[src/rtl/state_sequencer_if.sv]
// state_sequencer_if: control and status bundle between a host and state_sequencer
interface state_sequencer_if;
  logic       start;
  logic [2:0] mode;
  logic       step_done;
  logic       abort;
  logic       clear;
  logic [3:0] current_state;
  logic [2:0] selector;
  logic [3:0] step_cnt;
  logic       busy;
  logic       done;
  logic       err;
  modport master(
    output start, mode, step_done, abort, clear,
    input  current_state, selector, step_cnt, busy, done, err
  );
  modport slave(
    input  start, mode, step_done, abort, clear,
    output current_state, selector, step_cnt, busy, done, err
  );
endinterface

[src/rtl/state_sequencer.sv]
// state_sequencer: IDLE/LOAD/RUN/DONE step sequencer; SEQ_TIMEOUT_EN adds a RUN stall timeout into ERROR
module state_sequencer #(
  parameter int NUM_STEPS = 8,
  parameter int TIMEOUT   = 255
) (
  input logic              clk,
  input logic              rst_n,
  state_sequencer_if.slave bus
);
  localparam logic [3:0] IDLE  = 4'd0;
  localparam logic [3:0] LOAD  = 4'd1;
  localparam logic [3:0] RUN   = 4'd2;
  localparam logic [3:0] DONE  = 4'd3;
  localparam logic [3:0] ERROR = 4'd15;
  logic [3:0] r_state;
  logic [3:0] w_next;
  logic [2:0] r_sel;
  logic [3:0] r_cnt;
  logic       w_last;
  logic       w_tmo;
  assign w_last = r_cnt == 4'(NUM_STEPS - 1);
`ifdef SEQ_TIMEOUT_EN
  logic [7:0] r_idle;
  assign w_tmo = r_idle == 8'(TIMEOUT - 1);
  // idle-cycle counter: cleared in LOAD and on each step, saturating count of stalled RUN cycles
  always_ff @(posedge clk or negedge rst_n) begin
    if (!rst_n) r_idle <= 8'd0;
    else if (r_state == LOAD || (r_state == RUN && bus.step_done)) r_idle <= 8'd0;
    else if (r_state == RUN && r_idle != 8'hFF) r_idle <= r_idle + 8'd1;
  end
`else
  logic w_unused;
  assign w_tmo    = 1'b0;
  assign w_unused = bus.clear | (TIMEOUT == 0);
`endif
  // next-state decode; abort outranks step_done and timeout, unknown codes fall back to IDLE
  always_comb begin
    w_next = IDLE;
    case (r_state)
      IDLE:    w_next = bus.start ? LOAD : IDLE;
      LOAD:    w_next = bus.abort ? IDLE : RUN;
      RUN:     w_next = bus.abort ? IDLE : bus.step_done ? (w_last ? DONE : RUN) : w_tmo ? ERROR : RUN;
      DONE:    w_next = IDLE;
`ifdef SEQ_TIMEOUT_EN
      ERROR:   w_next = bus.clear ? IDLE : ERROR;
`endif
      default: w_next = IDLE;
    endcase
  end
  // state, latched mode and step count; count holds through IDLE until the next accepted start
  always_ff @(posedge clk or negedge rst_n) begin
    if (!rst_n) begin
      r_state <= IDLE;
      r_sel   <= 3'd0;
      r_cnt   <= 4'd0;
    end else begin
      r_state <= w_next;
      if (r_state == IDLE && bus.start) begin
        r_sel <= bus.mode;
        r_cnt <= 4'd0;
      end else if (r_state == RUN && !bus.abort && bus.step_done) begin
        r_cnt <= r_cnt + 4'd1;
      end
    end
  end
  assign bus.current_state = r_state;
  assign bus.selector      = r_sel;
  assign bus.step_cnt      = r_cnt;
  assign bus.busy          = r_state == LOAD || r_state == RUN;
  assign bus.done          = r_state == DONE;
  assign bus.err           = r_state == ERROR;
endmodule

[src/flat_wrapper.sv]
// flat-port wrapper written by rule: the top's interface ports become plain ports
module state_sequencer_flat 
#(
  parameter int NUM_STEPS = 8,
  parameter int TIMEOUT   = 255
)
  (clk, rst_n, bus_start, bus_mode, bus_step_done, bus_abort, bus_clear, bus_current_state, bus_selector, bus_step_cnt, bus_busy, bus_done, bus_err);
  state_sequencer_if bus_i ();
  input logic clk;
  input logic rst_n;
  input wire logic [$bits(bus_i.start)-1:0] bus_start;
  input wire logic [$bits(bus_i.mode)-1:0] bus_mode;
  input wire logic [$bits(bus_i.step_done)-1:0] bus_step_done;
  input wire logic [$bits(bus_i.abort)-1:0] bus_abort;
  input wire logic [$bits(bus_i.clear)-1:0] bus_clear;
  output wire logic [$bits(bus_i.current_state)-1:0] bus_current_state;
  output wire logic [$bits(bus_i.selector)-1:0] bus_selector;
  output wire logic [$bits(bus_i.step_cnt)-1:0] bus_step_cnt;
  output wire logic [$bits(bus_i.busy)-1:0] bus_busy;
  output wire logic [$bits(bus_i.done)-1:0] bus_done;
  output wire logic [$bits(bus_i.err)-1:0] bus_err;
  assign bus_i.start = bus_start;
  assign bus_i.mode = bus_mode;
  assign bus_i.step_done = bus_step_done;
  assign bus_i.abort = bus_abort;
  assign bus_i.clear = bus_clear;
  assign bus_current_state = bus_i.current_state;
  assign bus_selector = bus_i.selector;
  assign bus_step_cnt = bus_i.step_cnt;
  assign bus_busy = bus_i.busy;
  assign bus_done = bus_i.done;
  assign bus_err = bus_i.err;
  state_sequencer #(.NUM_STEPS(NUM_STEPS), .TIMEOUT(TIMEOUT)) u_core (.clk(clk), .rst_n(rst_n), .bus(bus_i));
endmodule
[config.mk]
export PLATFORM = sky130hd
export DESIGN_NAME = state_sequencer_flat
export DESIGN_NICKNAME = d
export VERILOG_FILES = /design/src/rtl/state_sequencer_if.sv /design/src/rtl/state_sequencer.sv /design/src/flat_wrapper.sv
export SDC_FILE = /design/constraint.sdc
export NUM_CORES = 1
export LEC_CHECK = 0
export BUFFER_PORTS_ARGS = -buffer_cell sky130_fd_sc_hd__buf_4
export CAP_MARGIN = 20
export CELL_PAD_IN_SITES_DETAIL_PLACEMENT = 0
export CELL_PAD_IN_SITES_GLOBAL_PLACEMENT = 1
export CORE_UTILIZATION = 29
export CTS_CLUSTER_SIZE = 40
export DETAILED_ROUTE_END_ITERATION = 12
export PLACE_DENSITY = 0.76
export SYNTH_ARGS = -nofsm -noshare
export SYNTH_HDL_FRONTEND = slang
export SYNTH_SLANG_ARGS = --single-unit
[constraint.sdc]
create_clock -name clk -period 1.32 [get_ports clk]
set_clock_uncertainty 0.05 [all_clocks]
set_input_delay 0.33 -clock clk [delete_from_list [all_inputs] [get_ports clk]]
set_output_delay 0.33 -clock clk [all_outputs]
set_load 0.05 [all_outputs]
; ---- Word level (Yosys, flattened, before mapping)
; Index checks and enable logic that the tools add are counted.
[totals]
ff_bits = 11
inputBits = 9
output_inout_bits = 14
word_cells = 24
[classes]
reduce_logical = 7
eq_ne = 5
addsub = 1
muxes = 8
[op_table]
columns = cell, count
row1 = $mux 4, 4
row2 = $pmux 4 s3, 1
row3 = $eq 4x2->1 const B, 2
row4 = $add 4x1->4 const B, 1
row5 = $eq 4x1->1 const B, 1
row6 = $eq 4x3->1 const B, 1
row7 = $eq 4x4->1 const B, 1
row8 = $logic_not 4->1, 1
row9 = $logic_and 1x1->1, 3
row10 = $mux 1, 2
row11 = $mux 2, 1
row12 = $reduce_bool 2->1, 1
row13 = $logic_not 1->1, 1
row14 = $logic_or 1x1->1, 1

; ---- Depth between registers and ports, before layout
[depth]
ltp_word = 5
depth_mapped = 5

; ---- Least setup slack after synthesis
; No wires, ideal clock.
[synth_timing]
path_kind = register to register
from = register u_core.r_state[0], in the netlist u_core.bus.current_state[0]
to = register u_core.r_state[0], in the netlist u_core.bus.current_state[0]
n_path_buf = 0
period_less_slack_ns = 1.818
path_stages_with_launch = 4
path_slack_ns = -0.498
required_time_ns = 1.185
arrival_ns = 1.683
path_cell_list = dfrtp_1 -> ha_1 -> or3b_2 -> o22ai_1
[synth_between]
elab_chain_cells = 2
word_cells_on_any_way = 4
classes_between = eq/ne: 2 / mux: 1 / reduce/logical: 1
[synth_rtl]
columns = element, line_no
row1 = from (decl), state_sequencer.sv:15  ; logic [3:0] r_state;
row2 = from (signal assigned), state_sequencer.sv:57  ; r_state <= w_next;
row3 = "$eq 4x2->1, or another cell as far along", state_sequencer.sv:39  ; case (r_state)
row4 = $pmux 4 s3 *, state_sequencer.sv:39
row5 = via u_core.w_next[0], state_sequencer.sv:16  ; logic [3:0] w_next;
; The timed path passes the listed nets; every way through them passes the cells marked *.
; A chain may end at the register's enable or synchronous reset.

; ---- Worst setup path in the final report
[layout_timing]
from = register u_core.r_state[1], in the netlist u_core.bus.current_state[1]
to = output bus_busy
[layout_between]
elab_chain_cells = 2
word_cells_on_any_way = 3
classes_between = eq/ne: 2 / reduce/logical: 1
[layout_rtl]
columns = element, line_no
row1 = $eq 4x1->1 / $eq 4x2->1 (equally long branches), state_sequencer.sv:69  ; assign bus.busy = r_state == LOAD || r_state == RUN;
row2 = $logic_or 1x1->1 *, state_sequencer.sv:69
row3 = to (decl), flat_wrapper.sv:19  ; output wire logic [$bits(bus_i.busy)-1:0] bus_busy;
; Every way passes the cells marked *; elsewhere a longest branch is shown, timed or not.

==> impl_metrics.py <==
metrics = {
    "outcome": {
        "status": "finished, violations left",
        "violations": "negative setup slack",
    },
    "clock_tree": {
        "cts_buffer_depth": 2,
        "cts_sinks": 9,
        "cts_made_buffers": 3,
        "path_clk_slew_ns": 0.06,
        "htreeDepth": 1,
        "clk_latency_ns": 0.27,
        "cts_tree": "built",
        "ctsRootBufferMaster": "clkbuf_4",
    },
    "timing": {
        "timing.final.crit_period_ns": 1.52,
        "finalSetupViolCount": 9,
        "finalWorstSetupSlack_ns": -0.201,
        "fin_crit_sh_pct": 115,
        "slew_viol_final": 0,
        "max_freq_mhz": 658,
        "rsz0062_at_grt": "yes",
        "hold_viol": 0,
    },
    "run": {
        "cap_violations": 0,
    },
    "routing": {
        "top_layer": "met4",
        "met1_length_um": 430,
        "wl_per_cell_um": 12.4,
        "met3_length_um": 77,
        "num_vias": 391,
        "vias_per_cell": 4.55,
        "drt-total-wl_mm": 1.07,
        "antenna_left": 0,
        "first_pass_iters": 2,
        "drt_iter0_markers": 5,
        "drc_errors": 0,
        "dr_wl_met2_um": 540,
    },
    "die": {
        "dieWidth_um": 42.6,
        "die-area_mm2": 0.00181,
        "io_pins": 23,
        "die_h_um": 42.6,
        "core_area_mm2": 0.00152,
        "initial_core_util_pct": 31.4,
        "rows": 14,
    },
    "critical_path": {
        "path_cells": "inv_2 > ha_4 > buf_8",
        "worst-path-buf-inv": 2,
        "worstPathArrival_ns": 1.14,
        "end_kind": "output port",
        "criticalPathCategory": "register to output port",
        "ff2ff_setup_slack_ns": -0.10,
        "critPathSlowestCell": "dfrtp_2",
        "crit_required_ns": 0.94,
        "cpPeakStageDelay_ns": 0.41,
        "start_kind": "register",
        "critPathMaxFanout": 4,
        "critPathTopFamily": "flip-flops",
    },
    "synth": {
        "syn-instance-count": 40,
        "ys_warn_count": 0,
        "ys_seq_area_share_pct": 47.1,
        "syn-cell-area_um2": 478,
        "synth_cell_types": 20,
        "synth-seq-cells": 9,
        "syn_avg_cell_area_um2": 11.9,
    },
    "global_route": {
        "gr-usage-all-layers_pct": 13.7,
        "first_global_vias": 379,
        "grt_pass1_wl_mm": 1.73,
        "grt_max_degree": 10,
        "antenna_found_initial": 0,
        "grt-ovfl-total": 0,
    },
    "layout": {
        "final_common_cell": "buf_4",
        "fin_nets": 85,
        "syn2layout_area_growth_pct": 70.9,
        "fin_util_pct": 53.6,
        "nFillCells": 132,
        "diodes": 0,
        "final_cell_mix": "19 x buf_4, 6 x buf_6, 5 x dfrtp_1",
        "drive_gt1_share_pct": 64.3,
    },
    "place": {
        "port_buffers": 18,
        "dp_slack_ns": -0.0131,
        "place_congestion": 0.693,
        "dpl.hpwl_um": 754,
    },
    "pwr": {
        "total_leakage_power_nw": 0.415,
        "powerDensity_mw_per_mm2": 1430,
        "fin_total_pwr_mw": 1.17,
        "ir_drop_v": 0.000724,
    },
    "hold_path": {
        "hold_path_class": "input port to register",
    },
}
final cells by class:
type / instances / area, um^2 / area share (%)
Multi-Input combinational cell: 28 / 295 / 36.1
Sequential cell: 9 / 230 / 28.2
Timing Repair Buffer: 27 / 235 / 28.8
Tap cell: 16 / 20.0 / 2.45
Clock buffer: 4 / 26.3 / 3.22
Inverter: 2 / 10.0 / 1.23
report_power, final:
group	switching (mW)	internal [mW]	total, mW
sequential	0.0388	0.322	0.360
clock	0.0979	0.117	0.214
combinational	0.341	0.256	0.597
stage by stage:
stage                     hold slack, ns  area, um^2  setup TNS, ns  cells
after floorplan                  -0.0156         552         -0.468     42
after global placement             0.109         692              0     74
after detailed placement           0.111         692        -0.0174     74
after CTS                          0.186         796         -0.720     85
after global routing               0.187         817          -1.22     86
final                              0.190         817         -0.807     86
cells in the mapped netlist:
cell type	instances	area share, %
dfrtp_1	9	47
a21oi_1	3	3.1
nand4b_1	1	1.8
nand2_1	1	0.78
ha_1	5	13
mux2i_1	1	2.1
nor3_1	1	1.0
mux2_2	3	7.1
buf_4	3	4.7
or3_1	1	1.3
a21boi_1	1	1.6
nand3_1	1	1.0
conb_1	1	0.78
or3b_2	1	1.8
o22ai_1	1	1.3
nand3b_4	1	4.2
xor2_1	2	3.7
inv_1	2	1.6
nor2_1	1	0.78
o21ai_0	1	1.0
cells by family (layout without fill, tap and decap cells):
group                    count (synthesis)  in the layout  synth area share (%)
flip-flops                               9              9                  47.1
XOR/XNOR                                 2              2                  3.67
buffers and inverters                    5             33                  6.28
AND/OR/NAND/NOR                          8              8                  12.8
multiplexers                             4              4                  9.16
AO/OA/AOI/OAI                            6              6                  7.07
other                                    1              3                 0.785
adder cells (fa/ha/maj)                  5              5                  13.1
state kept, by name (all words and copies together), names as in the netlist:
signal and cells:
u_core.bus.current_state 2, u_core.bus.step_cnt 4, u_core.bus.selector 3
path summary, 6_finish.rpt:
| kind | from | to | cells past startpoint |
|---|---|---|---|
| setup / recovery | u_core.bus.current_state[1] | bus_busy | 3 |
| hold / removal | bus_abort | u_core.bus.current_state[1] | 2 |
| setup reg to reg | u_core.bus.current_state[0] | u_core.bus.step_cnt[3] | 6 |
| hold reg to reg | u_core.bus.selector[2] | u_core.bus.selector[2] | 1 |
| max in group asynchronous | rst_n | u_core.bus.current_state[0] | 2 |
| min in group asynchronous | rst_n | u_core.bus.step_cnt[3] | 2 |
repair_timing:
action / CTS / global route
resized for setup: 6 / 3
pin swaps: 2 / 2
endpoints found under the setup margin: 3 / 9
buffers inserted: 6 / 1
hold buffers: 1 / 0
hold endpoints to repair: 9 / 0
routing by layer:
layer,up-vias,global-route usage (%)
met5,-,0
met2,14,20.6
met4,0,7.50
met3,4,7.33
li1,192,-
met1,181,15.4
(Power assumes the default switching activity.)
